===== src/rtl/ps2_host_tx_pkg.sv =====
// Shared types, command codes and cycle-count helpers for the PS/2 host transmitter.
package ps2_host_tx_pkg;

  typedef enum logic [2:0] {
    IDLE,
    INHIBIT,
    RTS,
    SHIFT,
    ACK,
    WAIT_IDLE,
    DONE
  } state_t;

  localparam logic [7:0] CMD_SET_LED = 8'hED;
  localparam logic [7:0] CMD_RESET   = 8'hFF;
  localparam logic [7:0] CMD_ENABLE  = 8'hF4;

  function automatic int us_to_cycles(input longint freq_hz, input longint us);
    return int'((freq_hz * us) / 64'd1_000_000);
  endfunction

  function automatic int ms_to_cycles(input longint freq_hz, input longint ms);
    return int'((freq_hz * ms) / 64'd1_000);
  endfunction

  function automatic logic odd_parity(input logic [7:0] b);
    return ~^b;
  endfunction

endpackage


===== src/rtl/ps2_host_tx_if.sv =====
// Command handshake and transaction status between a client and the PS/2 host transmitter.
interface ps2_host_tx_if;
  logic       tx_valid;
  logic [7:0] tx_data;
  logic       tx_ready;
  logic       busy;
  logic       done;
  logic       ack_ok;
  logic       err;

  modport master (output tx_valid, tx_data, input tx_ready, busy, done, ack_ok, err);
  modport slave  (input tx_valid, tx_data, output tx_ready, busy, done, ack_ok, err);
endinterface


===== src/rtl/ps2_edge_sync.sv =====
// Two-flop synchroniser for the PS/2 clock and data pins plus a ps2_clk falling-edge pulse.
// The pulse is visible two cycles after the pin falls, so logic acting on it reacts on the third.
module ps2_edge_sync (
  input  logic clk,
  input  logic rst_n,
  input  logic ps2_clk_i,
  input  logic ps2_data_i,
  output logic clk_sync,
  output logic data_sync,
  output logic clk_fall
);

  logic [1:0] clk_ff;
  logic [1:0] data_ff;
  logic       clk_prev;

  // Lines idle high, so the flops reset high to avoid a spurious edge.
  always_ff @(posedge clk or negedge rst_n) begin
    if (!rst_n) begin
      clk_ff   <= 2'b11;
      data_ff  <= 2'b11;
      clk_prev <= 1'b1;
    end else begin
      clk_ff   <= {clk_ff[0], ps2_clk_i};
      data_ff  <= {data_ff[0], ps2_data_i};
      clk_prev <= clk_ff[1];
    end
  end

  assign clk_sync  = clk_ff[1];
  assign data_sync = data_ff[1];
  assign clk_fall  = clk_prev & ~clk_ff[1];

endmodule


===== src/rtl/ps2_host_tx.sv =====
// PS/2 host-to-device transmitter: inhibit, request-to-send, 11-bit shift on device clocks, ACK check.
// Accepts one byte only in IDLE (tx_ready); optional watchdog under PS2_TX_TIMEOUT_EN.
module ps2_host_tx
  import ps2_host_tx_pkg::*;
#(
  parameter int CLK_FREQ_HZ = 50_000_000,
  parameter int INHIBIT_US  = 100,
  parameter int RTS_CYCLES  = 20,
  parameter int TIMEOUT_MS  = 15
) (
  input  logic         clk,
  input  logic         rst_n,
  ps2_host_tx_if.slave tx,
  input  logic         ps2_clk_i,
  input  logic         ps2_data_i,
  output logic         ps2_clk_oe,
  output logic         ps2_data_oe
);

  localparam int INHIBIT_CYC = us_to_cycles(CLK_FREQ_HZ, INHIBIT_US);
  localparam int WAIT_MAX    = (INHIBIT_CYC > RTS_CYCLES) ? INHIBIT_CYC : RTS_CYCLES;
  localparam int WAIT_W      = (WAIT_MAX > 1) ? $clog2(WAIT_MAX) : 1;
  localparam logic [WAIT_W-1:0] INHIBIT_LAST = WAIT_W'(INHIBIT_CYC - 1);
  localparam logic [WAIT_W-1:0] RTS_LAST     = WAIT_W'(RTS_CYCLES - 1);

  state_t            state;
  state_t            state_nxt;
  logic [10:0]       frame;
  logic [3:0]        bit_cnt;
  logic [WAIT_W-1:0] wait_cnt;
  logic              ack_ok_q;
  logic              err_q;
  logic              clk_sync;
  logic              data_sync;
  logic              clk_fall;
  logic              accept;
  logic              timeout;

  ps2_edge_sync u_sync (
    .clk        (clk),
    .rst_n      (rst_n),
    .ps2_clk_i  (ps2_clk_i),
    .ps2_data_i (ps2_data_i),
    .clk_sync   (clk_sync),
    .data_sync  (data_sync),
    .clk_fall   (clk_fall)
  );

  assign accept = tx.tx_valid && (state == IDLE);

`ifdef PS2_TX_TIMEOUT_EN
  localparam int TIMEOUT_CYC = ms_to_cycles(CLK_FREQ_HZ, TIMEOUT_MS);
  localparam int TO_W        = $clog2(TIMEOUT_CYC);
  logic [TO_W-1:0] to_cnt;

  // Runs from clock release until the ACK edge; cleared in every other state.
  always_ff @(posedge clk or negedge rst_n) begin
    if (!rst_n)
      to_cnt <= '0;
    else if (state == SHIFT || state == ACK)
      to_cnt <= to_cnt + 1'b1;
    else
      to_cnt <= '0;
  end

  assign timeout = (state == SHIFT || state == ACK) && (to_cnt == TO_W'(TIMEOUT_CYC - 1));
`else
  assign timeout = 1'b0;
`endif

  always_ff @(posedge clk or negedge rst_n) begin
    if (!rst_n)
      state <= IDLE;
    else
      state <= state_nxt;
  end

  always_comb begin
    state_nxt = state;
    case (state)
      IDLE:      if (accept) state_nxt = INHIBIT;
      INHIBIT:   if (wait_cnt == INHIBIT_LAST) state_nxt = RTS;
      RTS:       if (wait_cnt == RTS_LAST) state_nxt = SHIFT;
      SHIFT:     if (timeout) state_nxt = DONE;
                 else if (clk_fall && bit_cnt == 4'd9) state_nxt = ACK;
      ACK:       if (timeout) state_nxt = DONE;
                 else if (clk_fall) state_nxt = WAIT_IDLE;
      WAIT_IDLE: if (clk_sync && data_sync) state_nxt = DONE;
      DONE:      state_nxt = IDLE;
      default:   state_nxt = IDLE;
    endcase
  end

  // frame[0] is the bit on the wire; the start bit is already there while in RTS.
  always_comb begin
    tx.tx_ready = (state == IDLE);
    tx.busy     = (state != IDLE);
    tx.done     = (state == DONE);
    ps2_clk_oe  = (state == INHIBIT) || (state == RTS);
    ps2_data_oe = (state == RTS) || ((state == SHIFT) && !frame[0]);
  end

  assign tx.ack_ok = ack_ok_q;
  assign tx.err    = err_q;

  always_ff @(posedge clk or negedge rst_n) begin
    if (!rst_n) begin
      frame    <= '1;
      bit_cnt  <= '0;
      wait_cnt <= '0;
      ack_ok_q <= 1'b0;
      err_q    <= 1'b0;
    end else begin
      if ((state == INHIBIT || state == RTS) && state_nxt == state)
        wait_cnt <= wait_cnt + 1'b1;
      else
        wait_cnt <= '0;

      case (state)
        IDLE: if (accept) begin
          frame    <= {1'b1, odd_parity(tx.tx_data), tx.tx_data, 1'b0};
          bit_cnt  <= '0;
          ack_ok_q <= 1'b0;
          err_q    <= 1'b0;
        end
        SHIFT: if (clk_fall) begin
          frame   <= {1'b1, frame[10:1]};
          bit_cnt <= (bit_cnt == 4'd11) ? bit_cnt : bit_cnt + 4'd1;
        end
        ACK: if (clk_fall) begin
          bit_cnt  <= (bit_cnt == 4'd11) ? bit_cnt : bit_cnt + 4'd1;
          ack_ok_q <= ~data_sync;
          err_q    <= data_sync;
        end
        default: ;
      endcase

      if (timeout) begin
        ack_ok_q <= 1'b0;
        err_q    <= 1'b1;
      end
    end
  end

endmodule

===== src/flat_wrapper.sv =====
// flat-port wrapper written by rule: the top's interface ports become plain ports
module ps2_host_tx_flat import ps2_host_tx_pkg::*;
#(
  parameter int CLK_FREQ_HZ = 50_000_000,
  parameter int INHIBIT_US  = 100,
  parameter int RTS_CYCLES  = 20,
  parameter int TIMEOUT_MS  = 15
)
  (clk, rst_n, ps2_clk_i, ps2_data_i, ps2_clk_oe, ps2_data_oe, tx_tx_valid, tx_tx_data, tx_tx_ready, tx_busy, tx_done, tx_ack_ok, tx_err);
  ps2_host_tx_if tx_i ();
  input  logic clk;
  input  logic rst_n;
  input  logic ps2_clk_i;
  input  logic ps2_data_i;
  output logic ps2_clk_oe;
  output logic ps2_data_oe;
  input wire logic [$bits(tx_i.tx_valid)-1:0] tx_tx_valid;
  input wire logic [$bits(tx_i.tx_data)-1:0] tx_tx_data;
  output wire logic [$bits(tx_i.tx_ready)-1:0] tx_tx_ready;
  output wire logic [$bits(tx_i.busy)-1:0] tx_busy;
  output wire logic [$bits(tx_i.done)-1:0] tx_done;
  output wire logic [$bits(tx_i.ack_ok)-1:0] tx_ack_ok;
  output wire logic [$bits(tx_i.err)-1:0] tx_err;
  assign tx_i.tx_valid = tx_tx_valid;
  assign tx_i.tx_data = tx_tx_data;
  assign tx_tx_ready = tx_i.tx_ready;
  assign tx_busy = tx_i.busy;
  assign tx_done = tx_i.done;
  assign tx_ack_ok = tx_i.ack_ok;
  assign tx_err = tx_i.err;
  ps2_host_tx #(.CLK_FREQ_HZ(CLK_FREQ_HZ), .INHIBIT_US(INHIBIT_US), .RTS_CYCLES(RTS_CYCLES), .TIMEOUT_MS(TIMEOUT_MS)) u_core (.clk(clk), .rst_n(rst_n), .tx(tx_i), .ps2_clk_i(ps2_clk_i), .ps2_data_i(ps2_data_i), .ps2_clk_oe(ps2_clk_oe), .ps2_data_oe(ps2_data_oe));
endmodule

===== config.mk =====
export PLATFORM = sky130hd
export DESIGN_NAME = ps2_host_tx_flat
export DESIGN_NICKNAME = d
export VERILOG_FILES = /design/src/rtl/ps2_host_tx_pkg.sv /design/src/rtl/ps2_host_tx_if.sv /design/src/rtl/ps2_edge_sync.sv /design/src/rtl/ps2_host_tx.sv /design/src/flat_wrapper.sv
export SDC_FILE = /design/constraint.sdc
export NUM_CORES = 1
export LEC_CHECK = 0
export CAP_MARGIN = 5
export CORE_UTILIZATION = 50
export DETAILED_ROUTE_END_ITERATION = 16
export GPL_TIMING_DRIVEN = 1
export PLACE_DENSITY = 0.71
export SYNTH_ARGS = -nofsm -noshare
export SYNTH_HDL_FRONTEND = slang
export SYNTH_SLANG_ARGS = --single-unit

===== constraint.sdc =====
create_clock -name clk -period 4.5 [get_ports clk]
set_clock_uncertainty 0.05 [all_clocks]
set_input_delay 0.45 -clock clk [delete_from_list [all_inputs] [get_ports clk]]
set_output_delay 0.45 -clock clk [all_outputs]
set_load 0.01 [all_outputs]

-- Yosys cells after proc, flatten, opt, wreduce, memory -nomap -nowiden
Cells that the tools add are included.
- equality and inequality tests: 16
- add/sub/neg operators: 2
- bitwise gates (word level): 3
- mux-type cells: 20
- reductions and logical operators: 18
- operators with widths (operator ; number):
    2-to-1 mux 11 bit ; 2
    one-hot mux 11 bit (2 select lines) ; 1
    2-to-1 mux 3 bit ; 6
    one-hot mux 3 bit (6 select lines) ; 1
    adder 13 x 1 -> 13 bit, second input constant ; 1
    equality test 13 bit, second input constant ; 1
    equality test 13 x 5 -> 1 bit, second input constant ; 1
    2-to-1 mux 13 bit ; 1
    2-to-1 mux 4 bit ; 3
    equality test 3 bit, second input constant ; 3
    equality test 4 bit, second input constant ; 2
    != test 2 x 1 -> 1 bit, second input constant ; 4
    one-hot mux 4 bit (2 select lines) ; 1
    XNOR reduction 8 bit ; 1
    equality test 3 x 2 -> 1 bit, second input constant ; 2
    AND reduction 3 bit ; 2
    nonzero test 2 bit ; 3
    logical AND 1 bit ; 5
    adder 4 x 1 -> 4 bit, second input constant ; 1
    one-hot mux 1 bit (2 select lines) ; 2
    AND reduction 4 bit ; 1
    equality test 3 x 1 -> 1 bit, second input constant ; 1
    equality test 3 bit ; 1
    zero test 3 bit ; 1
    8 further kinds ; 12
- logic and storage cells: 68
- input bits: 13
- flip-flop bits (word level): 38

-- Logic depth before layout (Yosys ltp)
- word-level depth: 8
- depth in mapped cells: 6

-- By module
A second synthesis with hierarchy kept.
- cell total of the unflattened synthesis: 189
- area, all modules: 1979.4 µm²
- modules (own cells, without submodules) (module ; seq. area each (µm²) ; cells each ; area an instance (µm²) ; times used):
    ps2_host_tx ; 813.3 ; 183 ; 1834.3 ; 1
    ps2_edge_sync ; 131.4 ; 6 ; 145.1 ; 1

-- Worst setup path before layout
No wires, ideal clock.
- kind: reg2out
- start point: register u_core.state[0]
- end point: output port ps2_clk_oe
- setup slack: 2.676 ns
- buffers on the path: 2
- cell stages (with the launch flop): 6
- data required time: 4.000 ns
- arrival: 1.324 ns
- cell sequence: dfrtp_1 > buf_2 > nor2b_1 > o21ai_1 > buf_2 > inv_1
- longest elaborated chain between the ends: 2
- elaborated cells between the ends (all ways): 3
- those cells by class: eq/ne (2); reduce/logical (1)
- ends and longest elaborated chain (what ; RTL line ; source):
    from (decl) ; ps2_host_tx.sv:26 ; state_t state;
    from (signal assigned) ; ps2_host_tx.sv:75 ; state <= state_nxt;
    equality test 3 x 1 -> 1 bit / equality test 3 x 2 -> 1 bit (equally long branches) ; ps2_host_tx.sv:99 ; ps2_clk_oe = (state == INHIBIT) || (state == RTS);
    logical OR 1 bit (*) ; ps2_host_tx.sv:99 ;
    to (decl) ; flat_wrapper.sv:15 ; output logic ps2_clk_oe;
Every way passes the cells marked *; elsewhere a longest branch is shown, timed or not.

-- Worst setup path after layout
- start point: register u_core.state[0]
- end point: output port tx_tx_ready
- longest elaborated chain between the ends: 1
- ends and longest elaborated chain (what ; RTL line ; source):
    zero test 3 bit ; ps2_host_tx.sv:96 ; tx.tx_ready = (state == IDLE);
    to (decl) ; flat_wrapper.sv:19 ; output wire logic [$bits(tx_i.tx_ready)-1:0] tx_tx_ready;
Every way passes these cells.

==> impl_metrics.ini <==
[yosys]
synth_enable_flop_cells = 0
syn_area_um2 = 2170
synth_cell_type_count = 50
async_reset_ff_frac = 1.00
yosysWarnings = 0
synth_top_flop_cell = dfrtp_1
synth_cells = 227
synth_seq_cells = 37
syn_nets = 243
syn-mean-instance-area_um2 = 9.54
synth_seq_area_share = 0.436

[sta]
finalMaxSlewViolations = 0
max_freq_mhz = 379
setup_tns_ps = 0
period_share = 0.587
rsz0062_at_grt = no
final_hold_viol_count = 0
setup_viol = 0
fin_crit_ps = 2640
worstMarginPinSlew_ps = 804
relSlewSlack = 0.464

[grt]
overflow = 0
grt_max_degree = 38
grt_first_pass_wirelength_mm = 6.94
first_global_vias = 1538
antenna_found_initial = 0
grt_use_total = 0.202

[clock_tree]
ctsHtreeMaxLevel = 2
root_buffer = clkbuf_8
cts_tree = done
cts_sinks = 37
path_clk_slew_ps = 70
cts_setup_buffers = 0
cts_buffers = 5
cts_hold_buf = 0
cts.path.max_buffers = 2
clock_latency_ps = 280
cts_resized = 0

[worst_setup_path]
r2r_start = u_core.state[0]$_DFF_PN0_
crit_fanout = 18
cp.arrival_ps = 2140
reg2reg_setup_slack_ps = 2460
endpoint_kind = output pin
cp_cell_sequence = nor2_1 > nand2_1 > inv_1 > clkdlybuf4s50_1
cp-start-kind = flip-flop
r2r_cells = 4
cp_slowest_cell = dfrtp_1
worstPathRequired_ps = 4000
crit_type = flip-flop to output pin
cpPeakStageDelay_ps = 560
startpoint = u_core.state[0]$_DFF_PN0_
reg2reg_to = u_core.bit_cnt[3]$_DFFE_PN0P_

[pwr]
sw_frac_of_total = 0.211
leakagePower_nw = 0.951
p_int_w = 0.000466
comb_power_share = 0.064
power_density_nw_per_um2 = 243
p_seq_frac = 0.574
ir_worst_vdd_mv = 0.195
p_clk_frac = 0.362
netSwitchingPower_w = 0.000125

[route]
vias_per_cell = 5.63
drc_errors = 0
ant_nets = 0
wl_mm = 4.00
drt_iter0_drc = 155
routed-via-count = 1655
wire_per_inst_um = 13.6
firstDrtPassIters = 4

[final_layout]
final_cell_mix = nand2_1, dfrtp_1, clkdlybuf4s50_1
syn2layout_area_growth_pct = 12.5
final_cells = 294
layout_commonest_cell = nand2_1
diodes = 0
layout-drive-gt1-share = 0.156
nNetsFinal = 259

[die]
num_rows = 23
chipHeight_um = 67.8
die_area_um2 = 4600
die_w_um = 67.8
core_um2 = 4090
pin_count = 20
start_util = 0.530

[placed_design]
dp_hpwl_mm = 2.75
io_buffer_count = 19
dp_cells = 286
place_congestion = 0.777

[status]
status = completed

[flow_run]
drv_cap = 0

[worst_hold_path]
hp-class = primary input to async pin
-- how the worst max path moves through the flow --
stage | to | slack [ps] | cells past startpoint
finish | tx_tx_ready | 1860 | 4
detailed placement | tx_tx_ready | 2180 | 4
global route | tx_tx_ready | 1710 | 4
CTS | tx_tx_ready | 1870 | 4
global placement | tx_tx_ready | 2230 | 4
floorplan | ps2_clk_oe | 2680 | 5
-- worst max-delay path: cells and delay by family, from the launching register on --
kind / cells / cell delay (ps)
and+or+nand+nor: 2 / 700
buffers and inverters: 2 / 600
DFF: 1 / 560
-- logic make-up after synthesis --
logic type	Yosys count	share of synthesized area
buf+inv	19	0.0433
mux	1	0.00462
compound gates	43	0.135
simple gates	106	0.291
fa+ha+maj	3	0.0173
flops	37	0.436
xor+xnor	18	0.0728
-- cell usage after synthesis, types with 2 or more instances --
library cell,instances,area [µm²]
a21oi_1,8,40.0
a221oi_1,2,17.5
a31oi_1,10,62.6
and2_1,4,25.0
and3_1,5,31.3
buf_2,5,25.0
clkbuf_1,5,18.8
dfrtp_1,22,551
dfstp_2,15,394
ha_1,3,37.5
inv_1,8,30.0
nand2_1,24,90.1
nand2b_1,4,25.0
nand3_1,11,55.1
nand3b_1,2,15.0
nand4_1,4,25.0
nor2_1,16,60.1
nor2b_1,4,25.0
nor3_1,6,30.0
nor3_2,10,100
nor3b_1,4,30.0
nor4_1,2,12.5
o21ai_0,6,30.0
o22ai_1,5,31.3
xnor2_1,12,105
xor2_1,6,52.6
-- sequential cells by signal, indices dropped and copies added (netlist names) --
name / count
u_core.wait_cnt: 13
u_core.u_sync.data_ff: 2
u_core.bit_cnt: 4
u_core.state: 3
u_core.frame: 10
u_core.u_sync.clk_prev: 1
u_core.tx.ack_ok: 1
u_core.u_sync.clk_ff: 2
u_core.tx.err: 1
-- power groups by stage --
| stage | registers [W] | clock network (W) | logic (W) |
|---|---|---|---|
| 6_report | 0.000339 | 0.000214 | 0.0000380 |
| 5_1_grt | 0.000339 | 0.000242 | 0.0000425 |
| 4_1_cts | 0.000339 | 0.000221 | 0.0000387 |
| 3_5_place_dp | 0.000345 | 0 | 0.0000385 |
| 3_3_place_gp | 0.000345 | 0 | 0.0000385 |
| 2_1_floorplan | 0.000344 | 0 | 0.0000179 |
-- final cells by class --
| cell class | instances | area (µm²) |
|---|---|---|
| Sequential cell | 37 | 945 |
| Clock buffer | 8 | 80.1 |
| Fill cell | 372 | 1650 |
| Multi-Input combinational cell | 171 | 1130 |
| Timing Repair Buffer | 20 | 193 |
| Tap cell | 50 | 62.6 |
| Inverter | 8 | 30.0 |
-- per-layer routing --
layer,GRT usage,wire length (µm)
met1,0.273,1970
met3,0.0450,121
met4,0.0547,25
met5,0,0
met2,0.327,1880
-- stage by stage --
stage | instance area, µm² | util | hold WS, ps | total power (W) | setup slack, ps
6_report | 2440 | 0.596 | 204 | 0.000591 | 1860
5_1_grt | 2440 | 0.596 | 275 | 0.000624 | 1710
3_5_place_dp | 2360 | 0.577 | 297 | 0.000383 | 2180
2_1_floorplan | 2170 | - | 104 | 0.000362 | 2680
3_3_place_gp | 2360 | 0.577 | 296 | 0.000384 | 2230
4_1_cts | 2440 | 0.596 | 228 | 0.000599 | 1870
Note: power is estimated with default switching activity, not from simulation.
